$ cat config.mk
export PLATFORM = sky130hd
export DESIGN_NAME = iir_biquad_mc_flat
export DESIGN_NICKNAME = d
export VERILOG_FILES = /design/src/rtl/iir_biquad_mc_if.sv /design/src/rtl/iir_biquad_mc.sv /design/src/flat_wrapper.sv
export SDC_FILE = /design/constraint.sdc
export NUM_CORES = 2
export LEC_CHECK = 0
export ABC_AREA = 1
export CAP_MARGIN = 15
export CORE_AREA = 2 2 322 324
export CTS_BUF_LIST = sky130_fd_sc_hd__clkbuf_4 sky130_fd_sc_hd__clkbuf_8
export DETAILED_ROUTE_END_ITERATION = 12
export DIE_AREA = 0 0 324 326
export PLACE_DENSITY = 0.69
export SLEW_MARGIN = 20
export SYNTH_ARGS = -nofsm -noshare
export SYNTH_HDL_FRONTEND = slang
export SYNTH_SLANG_ARGS = --single-unit
$ cat constraint.sdc
create_clock -name clk -period 14.2 [get_ports clk]
set_clock_uncertainty 0.1 [all_clocks]
set_input_delay 1.42 -clock clk [delete_from_list [all_inputs] [get_ports clk]]
set_output_delay 1.42 -clock clk [all_outputs]
set_load 0.02 [all_outputs]
$ cat src/rtl/iir_biquad_mc_if.sv
// Handshake bundle for iir_biquad_mc.
// Carries the coefficient-load port, the state-clear strobe, the sample input
// (vIn/chIn/dIn) and the filtered output (vOut/chOut/dOut/ovf).
//   master : the source/controller side (drives config and samples, reads results)
//   slave  : the filter side
interface iir_biquad_mc_if #(
  parameter int NB = 12,
  parameter int CW = 2
);
  logic            cfgWr;
  logic [3*NB-1:0] bIn;
  logic [2*NB-1:0] aIn;
  logic            clrSt;
  logic            vIn;
  logic [CW-1:0]   chIn;
  logic [NB-1:0]   dIn;
  logic            vOut;
  logic [CW-1:0]   chOut;
  logic [NB-1:0]   dOut;
  logic            ovf;

  modport master (
    output cfgWr, bIn, aIn, clrSt, vIn, chIn, dIn,
    input  vOut, chOut, dOut, ovf
  );

  modport slave (
    input  cfgWr, bIn, aIn, clrSt, vIn, chIn, dIn,
    output vOut, chOut, dOut, ovf
  );
endinterface

$ cat src/rtl/iir_biquad_mc.sv
// Multichannel direct-form-I biquad with one shared MAC datapath.
// Each accepted sample on channel c is filtered with that channel's own
// x1/x2/y1/y2 history and the shared runtime-loaded coefficients; the result
// is registered one cycle later together with its channel tag and an
// overflow flag (saturate or wrap selected by SAT).
// Ports:
//   clk  rising-edge clock
//   rst  synchronous active-high reset (outputs, state and coefficients)
//   bus  slave side of iir_biquad_mc_if: cfgWr/bIn/aIn coefficient load,
//        clrSt state clear, vIn/chIn/dIn sample in, vOut/chOut/dOut/ovf out
module iir_biquad_mc #(
  parameter int NB  = 12,
  parameter int CF  = 10,
  parameter int NCH = 4,
  parameter bit SAT = 1'b1
) (
  input  logic                clk,
  input  logic                rst,
  iir_biquad_mc_if.slave      bus
);
  localparam int CW  = (NCH > 1) ? $clog2(NCH) : 1;
  localparam int ACC = 2 * NB + 3;

  localparam logic [CW:0]             NCH_L   = (CW + 1)'(NCH);
  // Rounding constant 2^(CF-1) at accumulator width
  localparam logic signed [ACC-1:0]   HALF_L  = {{(ACC-CF){1'b0}}, 1'b1, {(CF-1){1'b0}}};
  localparam logic signed [ACC-1:0]   MAX_L   = {{(ACC-NB+1){1'b0}}, {(NB-1){1'b1}}};
  localparam logic signed [ACC-1:0]   MIN_L   = {{(ACC-NB+1){1'b1}}, {(NB-1){1'b0}}};
  localparam logic signed [NB-1:0]    SAT_HI  = {1'b0, {(NB-1){1'b1}}};
  localparam logic signed [NB-1:0]    SAT_LO  = {1'b1, {(NB-1){1'b0}}};
  // Identity b0 = 1.0 in Q(CF)
  localparam logic signed [NB-1:0]    ONE_L   = {{(NB-CF-1){1'b0}}, 1'b1, {CF{1'b0}}};
  localparam logic signed [NB-1:0]    ZERO_L  = {NB{1'b0}};

  // Coefficient registers
  logic signed [NB-1:0] b0_r, b1_r, b2_r, a1_r, a2_r;

  // Per-channel history
  logic signed [NB-1:0] x1_r [NCH];
  logic signed [NB-1:0] x2_r [NCH];
  logic signed [NB-1:0] y1_r [NCH];
  logic signed [NB-1:0] y2_r [NCH];

  // Output registers
  logic                 vout_r;
  logic [CW-1:0]        chout_r;
  logic [NB-1:0]        dout_r;
  logic                 ovf_r;

  // Datapath signals
  logic [CW-1:0]         ch_s;
  logic                  accept_s;
  logic signed [NB-1:0]  x_s, x1_s, x2_s, y1_s, y2_s;
  logic signed [2*NB-1:0] p_b0_s, p_b1_s, p_b2_s, p_a1_s, p_a2_s;
  logic signed [ACC-1:0] acc_s, rnd_s, r_s;
  logic                  ovf_s;
  logic signed [NB-1:0]  y_s;

  // Shared MAC: select channel history, multiply-accumulate, round, limit
  always_comb begin
    ch_s     = bus.chIn;
    accept_s = bus.vIn && ({1'b0, ch_s} < NCH_L);
    x_s      = $signed(bus.dIn);
    // A simultaneous clear makes this sample see an all-zero history
    if (bus.clrSt) begin
      x1_s = ZERO_L;
      x2_s = ZERO_L;
      y1_s = ZERO_L;
      y2_s = ZERO_L;
    end else begin
      x1_s = x1_r[ch_s];
      x2_s = x2_r[ch_s];
      y1_s = y1_r[ch_s];
      y2_s = y2_r[ch_s];
    end
    p_b0_s = b0_r * x_s;
    p_b1_s = b1_r * x1_s;
    p_b2_s = b2_r * x2_s;
    p_a1_s = a1_r * y1_s;
    p_a2_s = a2_r * y2_s;
    acc_s  = ACC'(p_b0_s) + ACC'(p_b1_s) + ACC'(p_b2_s) - ACC'(p_a1_s) - ACC'(p_a2_s);
    rnd_s  = acc_s + HALF_L;
    r_s    = rnd_s >>> CF;
    ovf_s  = (r_s > MAX_L) || (r_s < MIN_L);
    if (SAT) begin
      if (r_s > MAX_L) begin
        y_s = SAT_HI;
      end else if (r_s < MIN_L) begin
        y_s = SAT_LO;
      end else begin
        y_s = r_s[NB-1:0];
      end
    end else begin
      y_s = r_s[NB-1:0];
    end
  end

  // Coefficients, channel history and output registers
  always_ff @(posedge clk) begin
    if (rst) begin
      b0_r    <= ONE_L;
      b1_r    <= ZERO_L;
      b2_r    <= ZERO_L;
      a1_r    <= ZERO_L;
      a2_r    <= ZERO_L;
      vout_r  <= 1'b0;
      chout_r <= {CW{1'b0}};
      dout_r  <= {NB{1'b0}};
      ovf_r   <= 1'b0;
      for (int i = 0; i < NCH; i++) begin
        x1_r[i] <= ZERO_L;
        x2_r[i] <= ZERO_L;
        y1_r[i] <= ZERO_L;
        y2_r[i] <= ZERO_L;
      end
    end else begin
      // New coefficients only affect samples from the next cycle on
      if (bus.cfgWr) begin
        b0_r <= $signed(bus.bIn[NB-1:0]);
        b1_r <= $signed(bus.bIn[2*NB-1:NB]);
        b2_r <= $signed(bus.bIn[3*NB-1:2*NB]);
        a1_r <= $signed(bus.aIn[NB-1:0]);
        a2_r <= $signed(bus.aIn[2*NB-1:NB]);
      end
      // Clear first; the channel update below wins for the accepted channel
      if (bus.clrSt) begin
        for (int i = 0; i < NCH; i++) begin
          x1_r[i] <= ZERO_L;
          x2_r[i] <= ZERO_L;
          y1_r[i] <= ZERO_L;
          y2_r[i] <= ZERO_L;
        end
      end
      vout_r <= accept_s;
      if (accept_s) begin
        chout_r     <= ch_s;
        dout_r      <= y_s;
        ovf_r       <= ovf_s;
        x2_r[ch_s]  <= x1_s;
        x1_r[ch_s]  <= x_s;
        y2_r[ch_s]  <= y1_s;
        y1_r[ch_s]  <= y_s;
      end
    end
  end

  assign bus.vOut  = vout_r;
  assign bus.chOut = chout_r;
  assign bus.dOut  = dout_r;
  assign bus.ovf   = ovf_r;
endmodule
$ cat src/flat_wrapper.sv
// flat-port wrapper written by rule: the top's interface ports become plain ports
module iir_biquad_mc_flat 
#(
  parameter int NB  = 12,
  parameter int CF  = 10,
  parameter int NCH = 4,
  parameter bit SAT = 1'b1
)
  (clk, rst, bus_cfgWr, bus_bIn, bus_aIn, bus_clrSt, bus_vIn, bus_chIn, bus_dIn, bus_vOut, bus_chOut, bus_dOut, bus_ovf);
  iir_biquad_mc_if #(.NB(NB)) bus_i ();
  input  logic clk;
  input  logic rst;
  input wire logic [$bits(bus_i.cfgWr)-1:0] bus_cfgWr;
  input wire logic [$bits(bus_i.bIn)-1:0] bus_bIn;
  input wire logic [$bits(bus_i.aIn)-1:0] bus_aIn;
  input wire logic [$bits(bus_i.clrSt)-1:0] bus_clrSt;
  input wire logic [$bits(bus_i.vIn)-1:0] bus_vIn;
  input wire logic [$bits(bus_i.chIn)-1:0] bus_chIn;
  input wire logic [$bits(bus_i.dIn)-1:0] bus_dIn;
  output wire logic [$bits(bus_i.vOut)-1:0] bus_vOut;
  output wire logic [$bits(bus_i.chOut)-1:0] bus_chOut;
  output wire logic [$bits(bus_i.dOut)-1:0] bus_dOut;
  output wire logic [$bits(bus_i.ovf)-1:0] bus_ovf;
  assign bus_i.cfgWr = bus_cfgWr;
  assign bus_i.bIn = bus_bIn;
  assign bus_i.aIn = bus_aIn;
  assign bus_i.clrSt = bus_clrSt;
  assign bus_i.vIn = bus_vIn;
  assign bus_i.chIn = bus_chIn;
  assign bus_i.dIn = bus_dIn;
  assign bus_vOut = bus_i.vOut;
  assign bus_chOut = bus_i.chOut;
  assign bus_dOut = bus_i.dOut;
  assign bus_ovf = bus_i.ovf;
  iir_biquad_mc #(.NB(NB), .CF(CF), .NCH(NCH), .SAT(SAT)) u_core (.clk(clk), .rst(rst), .bus(bus_i));
endmodule
; ---- Word level (Yosys, flattened, before mapping)
; Memory sizes are Yosys's and may differ from the RTL's.
; Index checks and enable logic that the tools add are counted.
[classes]
addsub = 5
n_mul = 5
div = 0
order_cmp = 2
eq_ne = 0
n_shift = 0
mux = 30
bitwise = 16
n_reduce_logical = 1
[ops]
columns = op, n
row1 = $mux W12, 22
row2 = $mul A12 B12 Y24, 5
row3 = $sub A27 B24 Y27, 2
row4 = $add A27 B11 Y27 const B, 1
row5 = $add A25 B24 Y26, 1
row6 = $add A24 B24 Y25, 1
row7 = $gt A17 B12 Y1 const B, 1
row8 = $lt A17 B12 Y1 const B, 1
row9 = $or A1 B1 Y1, 16
row10 = $mux W1, 8
row11 = $logic_or A1 B1 Y1, 1
[totals]
reg_bits = 76
latchBits = 0
mem_bits_rw = 192
mem_bits_ro = 0
inputBits = 79
out_inout_bits = 16
wordCells = 72
mem_count = 4
[mem_list]
columns = memory, depth, word_bits, rd, rd_ports_with_merged_regs, write_ports, line_no
row1 = u_core.x1_r, 4, 12, 1, 0, 5, iir_biquad_mc.sv:39  ; logic signed [NB-1:0] x1_r [NCH];
row2 = u_core.x2_r, 4, 12, 1, 0, 5, iir_biquad_mc.sv:40  ; logic signed [NB-1:0] x2_r [NCH];
row3 = u_core.y1_r, 4, 12, 1, 0, 5, iir_biquad_mc.sv:41  ; logic signed [NB-1:0] y1_r [NCH];
row4 = u_core.y2_r, 4, 12, 1, 0, 5, iir_biquad_mc.sv:42  ; logic signed [NB-1:0] y2_r [NCH];

; ---- Logic depth before layout (Yosys ltp)
; An unclocked memory read counts as a cell.
[logic_depth]
ltp_word = 11
ltp_mapped = 70
ltp_nobuf = 65

; ---- Worst setup path after synthesis
; OpenSTA, ideal clock, no wires.
[synth_timing]
path_type = input to register
from = input port bus_chIn[1]
to = memory u_core.y1_r[0][10], data pin
setup_time_ns = 0.270
arrival_ns = 13.711
required_time_ns = 13.830
path_slack_ns = 0.119
path_stages = 63
n_path_buf = 3
cell_sequence = nor2_1 clkbuf_1 buf_1 a22oi_1 nand2_1 nand2_1 nor2_1 inv_1 fa_1 inv_1 fa_1 fa_1 fa_1 fa_1 fa_1 fa_1 inv_1 fa_1 [27 not listed] ha_1 inv_1 nor3_1 inv_1 nor2_1 nor2_1 o21ai_0 a21oi_1 nand2_1 nand2_1 nand2_1 nor2_1 nand3_2 nand2_4 buf_8 nand2_4 inv_2 nor2_2
[synth_rtl]
columns = item, line_no
row1 = start: declaration, flat_wrapper.sv:18  ; input wire logic [$bits(bus_i.chIn)-1:0] bus_chIn;
row2 = end: declaration, iir_biquad_mc.sv:41

; ---- Final worst setup path
[layout_timing]
from = input port bus_chIn[1]
to = register u_core.dout_r[6], in the netlist u_core.bus.dOut[6]
[layout_between]
elab_chain_cells = 11
word_cells_on_any_way = 21
cone_classes = add/sub (5) / mul (4) / order compare (2) / mux (6) / memory (4)
[layout_lines]
columns = item, line_no
row1 = $mem_v2 Z4 W12, -
row2 = $mux W12, iir_biquad_mc.sv:65  ; if (bus.clrSt) begin
row3 = $mul A12 B12 Y24, iir_biquad_mc.sv:77  ; p_b1_s = b1_r * x1_s;
row4 = $add A24 B24 Y25, iir_biquad_mc.sv:81  ; acc_s = ACC'(p_b0_s) + ACC'(p_b1_s) + ACC'(p_b2_s) - ACC'(p_a1_s) - ACC'(p_a2_s);
row5 = $add A25 B24 Y26, iir_biquad_mc.sv:81
row6 = $sub A27 B24 Y27, iir_biquad_mc.sv:81
row7 = $sub A27 B24 Y27 (*), iir_biquad_mc.sv:81
row8 = $add A27 B11 Y27 (*), iir_biquad_mc.sv:82  ; rnd_s = acc_s + HALF_L;
row9 = $lt A17 B12 Y1, iir_biquad_mc.sv:88  ; end else if (r_s < MIN_L) begin
row10 = $mux W12, iir_biquad_mc.sv:88
row11 = $mux W12 (*), iir_biquad_mc.sv:86  ; if (r_s > MAX_L) begin
row12 = end signal: assignment, iir_biquad_mc.sv:108  ; dout_r <= {NB{1'b0}};
row13 = end signal: assignment, iir_biquad_mc.sv:137  ; dout_r <= y_s;
row14 = end: declaration, iir_biquad_mc.sv:47  ; logic [NB-1:0] dout_r;
; Mark *: on every way between the ends. The rest lies on a longest branch, timed or not.
; A chain may end at the register's enable or synchronous reset.

==> qor.txt <==
RUN STATUS
----------------------------------------------------------------------------------------
Outcome                                                                        completed

CRITICAL PATH
----------------------------------------------------------------------------------------
Critical Path AT                                                                14170 ps
Top delay family on crit path                                                adder cells
Library cell contributing the largest single delay on the critical path     sky130_fd_sc_hd__fa_2
Start-to-end type of the worst setup path                                   input port to flop
R2r worst-path depth                                                                  51
Most prevalent standard cell on the critical path                           sky130_fd_sc_hd__fa_1
R2R Path Start                                                              u_core.b2_r[11]
Largest stage delay, worst path                                                   620 ps
Required arrival time at the worst endpoint                                     14660 ps
Reg-to-reg setup timing slack                                                    1340 ps
Worst r2r dst                                                               u_core.bus.dOut[6]
Type of origin of the critical path                                           input port
Buf+Inv Stages, Crit Path                                                             19
Highest fanout seen on the critical path                                               6
Critical Path Sink Type                                                             flop

SYNTHESIS
----------------------------------------------------------------------------------------
Share of the yosys chip area belonging to registers                                17.9%
Synth async-reset ratio                                                               0%
Post-synthesis sequential element count                                              268
Post-synth top area cell                                                    sky130_fd_sc_hd__fa_1
Library cells used by synthesis                                                       44
Most instantiated flip-flop cell in the synthesis netlist                   sky130_fd_sc_hd__edfxtp_1
Top cells by area in the synthesized netlist                                sky130_fd_sc_hd__fa_1 44%, sky130_fd_sc_hd__edfxtp_1 14%, sky130_fd_sc_hd__inv_1 10%, sky130_fd_sc_hd__ha_1 7.8%, sky130_fd_sc_hd__nor2_1 5.8%
Avg Inst Size Synth                                                           9.38 sq um
Number of enable flip-flop cells after synthesis                                     192
Portion of synthesized cell area occupied by the leading cell type                 44.0%
Syn_nets                                                                            5562
Synthesized instance count                                                          4336
Syn Std Cell Area                                                            40700 sq um
Count of warnings emitted by yosys                                                     0

STA
----------------------------------------------------------------------------------------
Hold violation total from the final report                                             0
Fmax                                                                          0.0729 GHz
Worst max-slew margin expressed relative to the limit                              28.0%
Setup_tns                                                                           0 ps
Final critical path time including I/O delays and setup                         13710 ps
Total setup violations reported at the end of the flow                                 0
Portion of the clock cycle consumed by the worst path in the final layout          96.6%
Transition time at the pin with the least slew margin                            1080 ps
Final count of pins violating max slew                                                 0

PLACED DESIGN
----------------------------------------------------------------------------------------
Count of input and output buffers                                                     94
Final RePlAce weighted congestion                                                  0.974
Final HPWL from detailed placement                                              98000 um

GLOBAL ROUTE
----------------------------------------------------------------------------------------
Global-route wire length before repair                                         185000 um
GR Util All Layers                                                                 23.1%
Pin count of the biggest net entering global routing                                  63
Final global-route overflow total                                                      0
Vias in the first global route                                                     32700
Initial antenna violation count                                                        1

ROUTE
----------------------------------------------------------------------------------------
Via density per instance                                                            4.96
Total wirelength of the detailed-routed design                                 119000 um
Number of vias in the routed layout                                                30200
Initial DRT Pass Iterations                                                            5
Routed Antenna Nets                                                                    0
Number of remaining DRC errors                                                         0
Initial detailed-routing violation count                                            2245
Routed WL per cell                                                               19.5 um

HOLD PATH
----------------------------------------------------------------------------------------
Critical hold path startpoint                                               u_core.bus.dOut[11]
Min-delay worst type                                                        flop to flop
Sink of the worst hold path                                                 u_core.bus.dOut[11]
Cell depth of the worst min-delay path                                                 2

FLOORPLAN
----------------------------------------------------------------------------------------
Die extent in y                                                                   326 um
Std cell rows                                                                        118
# IOs                                                                                 95
Initial Util                                                                       39.6%
Core area                                                                   103000 sq um
Horiz. Die Dim                                                                    324 um
Die outline area                                                            106000 sq um

CTS
----------------------------------------------------------------------------------------
Clock tree from TritonCTS                                                           done
Number of buffers added by the clock tree synthesis step                              48
Clock latency on the worst-skew pair                                              690 ps
Sinks on Clock Net                                                                   268
Root buffer selected by CTS                                                 sky130_fd_sc_hd__clkbuf_8
Level count of the clock H-tree                                                        2
Hold buffers post-CTS                                                                  0
Maximum clock path buffer count                                                        3
Clock slew at the register clock pins of the worst setup and hold paths            60 ps

FLOW RUN
----------------------------------------------------------------------------------------
Number of maximum-capacitance constraint violations                                    0

FINAL LAYOUT
----------------------------------------------------------------------------------------
Final nets                                                                          5895
Share of post-route cells with drive strength above 1                              12.1%
Syn-to-layout area delta                                                           15.2%

-- cell type report --
type | count | area [sq um]
clock inverters | 17 | 215
multi-input cells | 2802 | 28900
well taps | 1380 | 1730
clock buffers | 72 | 903
diodes | 1 | 2.50
flip-flops and latches | 268 | 7290
fillers | 9803 | 55700
inverters | 1132 | 4260
repair buffers | 417 | 3570
-- logic make-up (layout without fill, tap and decap cells) --
logic type / after synthesis / after routing / synth area share, %
AO/OA/AOI/OAI: 332 / 332 / 4.85
XOR/XNOR: 65 / 65 / 1.46
adder cells (fa/ha/maj): 1147 / 1147 / 51.8
buffers and inverters: 1267 / 1638 / 11.7
flip-flops: 268 / 268 / 17.9
other: 0 / 1 / 0
AND/OR/NAND/NOR: 1257 / 1258 / 12.3
-- cells in the final DEF (no fill, tap or decap), drive strengths merged, types with 2 or more instances in the layout --
cell type / instances
nand4: 6
a31oi: 10
nand3: 26
ha: 254
clkinv: 34
o21bai: 3
or2: 12
a22oi: 92
a21o: 9
xor2: 31
a21oi: 113
clkbuf: 73
fa: 893
o21ai: 97
nor3: 4
dfxtp: 76
edfxtp: 192
clkdlybuf4s50: 92
nand2: 546
inv: 1109
buf: 323
nor4: 3
clkinvlp: 2
o211ai: 2
bufinv: 4
xnor2: 34
a22o: 2
nor2: 659
-- metrics by stage --
stage                     std cells  setup slack [ps]  hold slack (ps)  area, sq um  utilization (%)
after detailed placement       5992              -814              370        45400             44.3
final                          6089               490              381        46900             45.7
after global placement         5992              -795              370        45400             44.3
after CTS                      6084              36.4              388        46600             45.4
after floorplan                4336               119              360        40700                -
after global routing           6088             -72.8              422        46900             45.7
-- state kept, by name (all words and copies together), names as in the netlist --
signal            count
u_core.b0_r          12
u_core.b2_r          12
u_core.x2_r          48
u_core.bus.chOut      2
u_core.y2_r          48
u_core.a1_r          12
u_core.bus.vOut       1
u_core.bus.dOut      12
u_core.b1_r          12
u_core.a2_r          12
u_core.y1_r          48
u_core.x1_r          48
u_core.bus.ovf        1
-- worst register-to-register path, delay by kind of cell (launching register included) --
family | cells | cell delay [ps]
fa+ha+maj | 17 | 7750
buf+inv | 18 | 2060
compound gates | 10 | 1610
simple gates | 4 | 560
flops | 1 | 450
xor+xnor | 2 | 200
-- Yosys cell counts, types with 3 or more instances --
library cell,number
sky130_fd_sc_hd__inv_1,1089
sky130_fd_sc_hd__fa_1,893
sky130_fd_sc_hd__nor2_1,629
sky130_fd_sc_hd__nand2_1,530
sky130_fd_sc_hd__ha_1,254
sky130_fd_sc_hd__edfxtp_1,192
sky130_fd_sc_hd__clkbuf_1,115
sky130_fd_sc_hd__a21oi_1,112
sky130_fd_sc_hd__a22oi_1,92
sky130_fd_sc_hd__o21ai_0,87
sky130_fd_sc_hd__dfxtp_1,76
sky130_fd_sc_hd__xnor2_1,32
sky130_fd_sc_hd__xor2_1,31
sky130_fd_sc_hd__nor2_2,29
sky130_fd_sc_hd__nand3_1,25
sky130_fd_sc_hd__clkinv_1,24
sky130_fd_sc_hd__inv_2,19
sky130_fd_sc_hd__buf_1,18
sky130_fd_sc_hd__or2_2,12
sky130_fd_sc_hd__a31oi_1,10
sky130_fd_sc_hd__o21ai_1,10
sky130_fd_sc_hd__a21o_1,9
sky130_fd_sc_hd__nand2_4,9
sky130_fd_sc_hd__nand2_2,7
sky130_fd_sc_hd__nand4_1,5
sky130_fd_sc_hd__nor3_1,4
sky130_fd_sc_hd__o21bai_1,3
-- worst max path at each step --
stage | startpoint | endpoint | cells after the start
2_1_floorplan | bus_chIn[1] | u_core.y1_r[0][10] | 63
5_1_grt | bus_chIn[1] | u_core.y1_r[2][5] | 57
3_3_place_gp | bus_chIn[1] | u_core.bus.dOut[4] | 57
3_5_place_dp | bus_chIn[1] | u_core.y1_r[3][9] | 65
4_1_cts | bus_chIn[0] | u_core.y1_r[0][0] | 65
6_report | bus_chIn[1] | u_core.bus.dOut[6] | 56
-- routing by layer --
layer  up-vias  routed length [um]  track usage (%)
li1      13400                   -                -
met1     15500               45700             28.6
met2      1059               59100             40.1
met3       254                7320             2.89
met4         0                6370             10.4
met5         -                   0                0
-- timing repair --
item / 4_1_cts / 5_1_grt
pin swaps: 2 / 25
setup endpoints to repair: 55 / 61
buffers inserted: 2 / 4
gates resized for setup: 5 / 81
gates cloned: 1 / 0
Power is left out: the tool's default activity adds up to more than one toggle a clock period on the data nets, which glitch-free logic cannot reach.
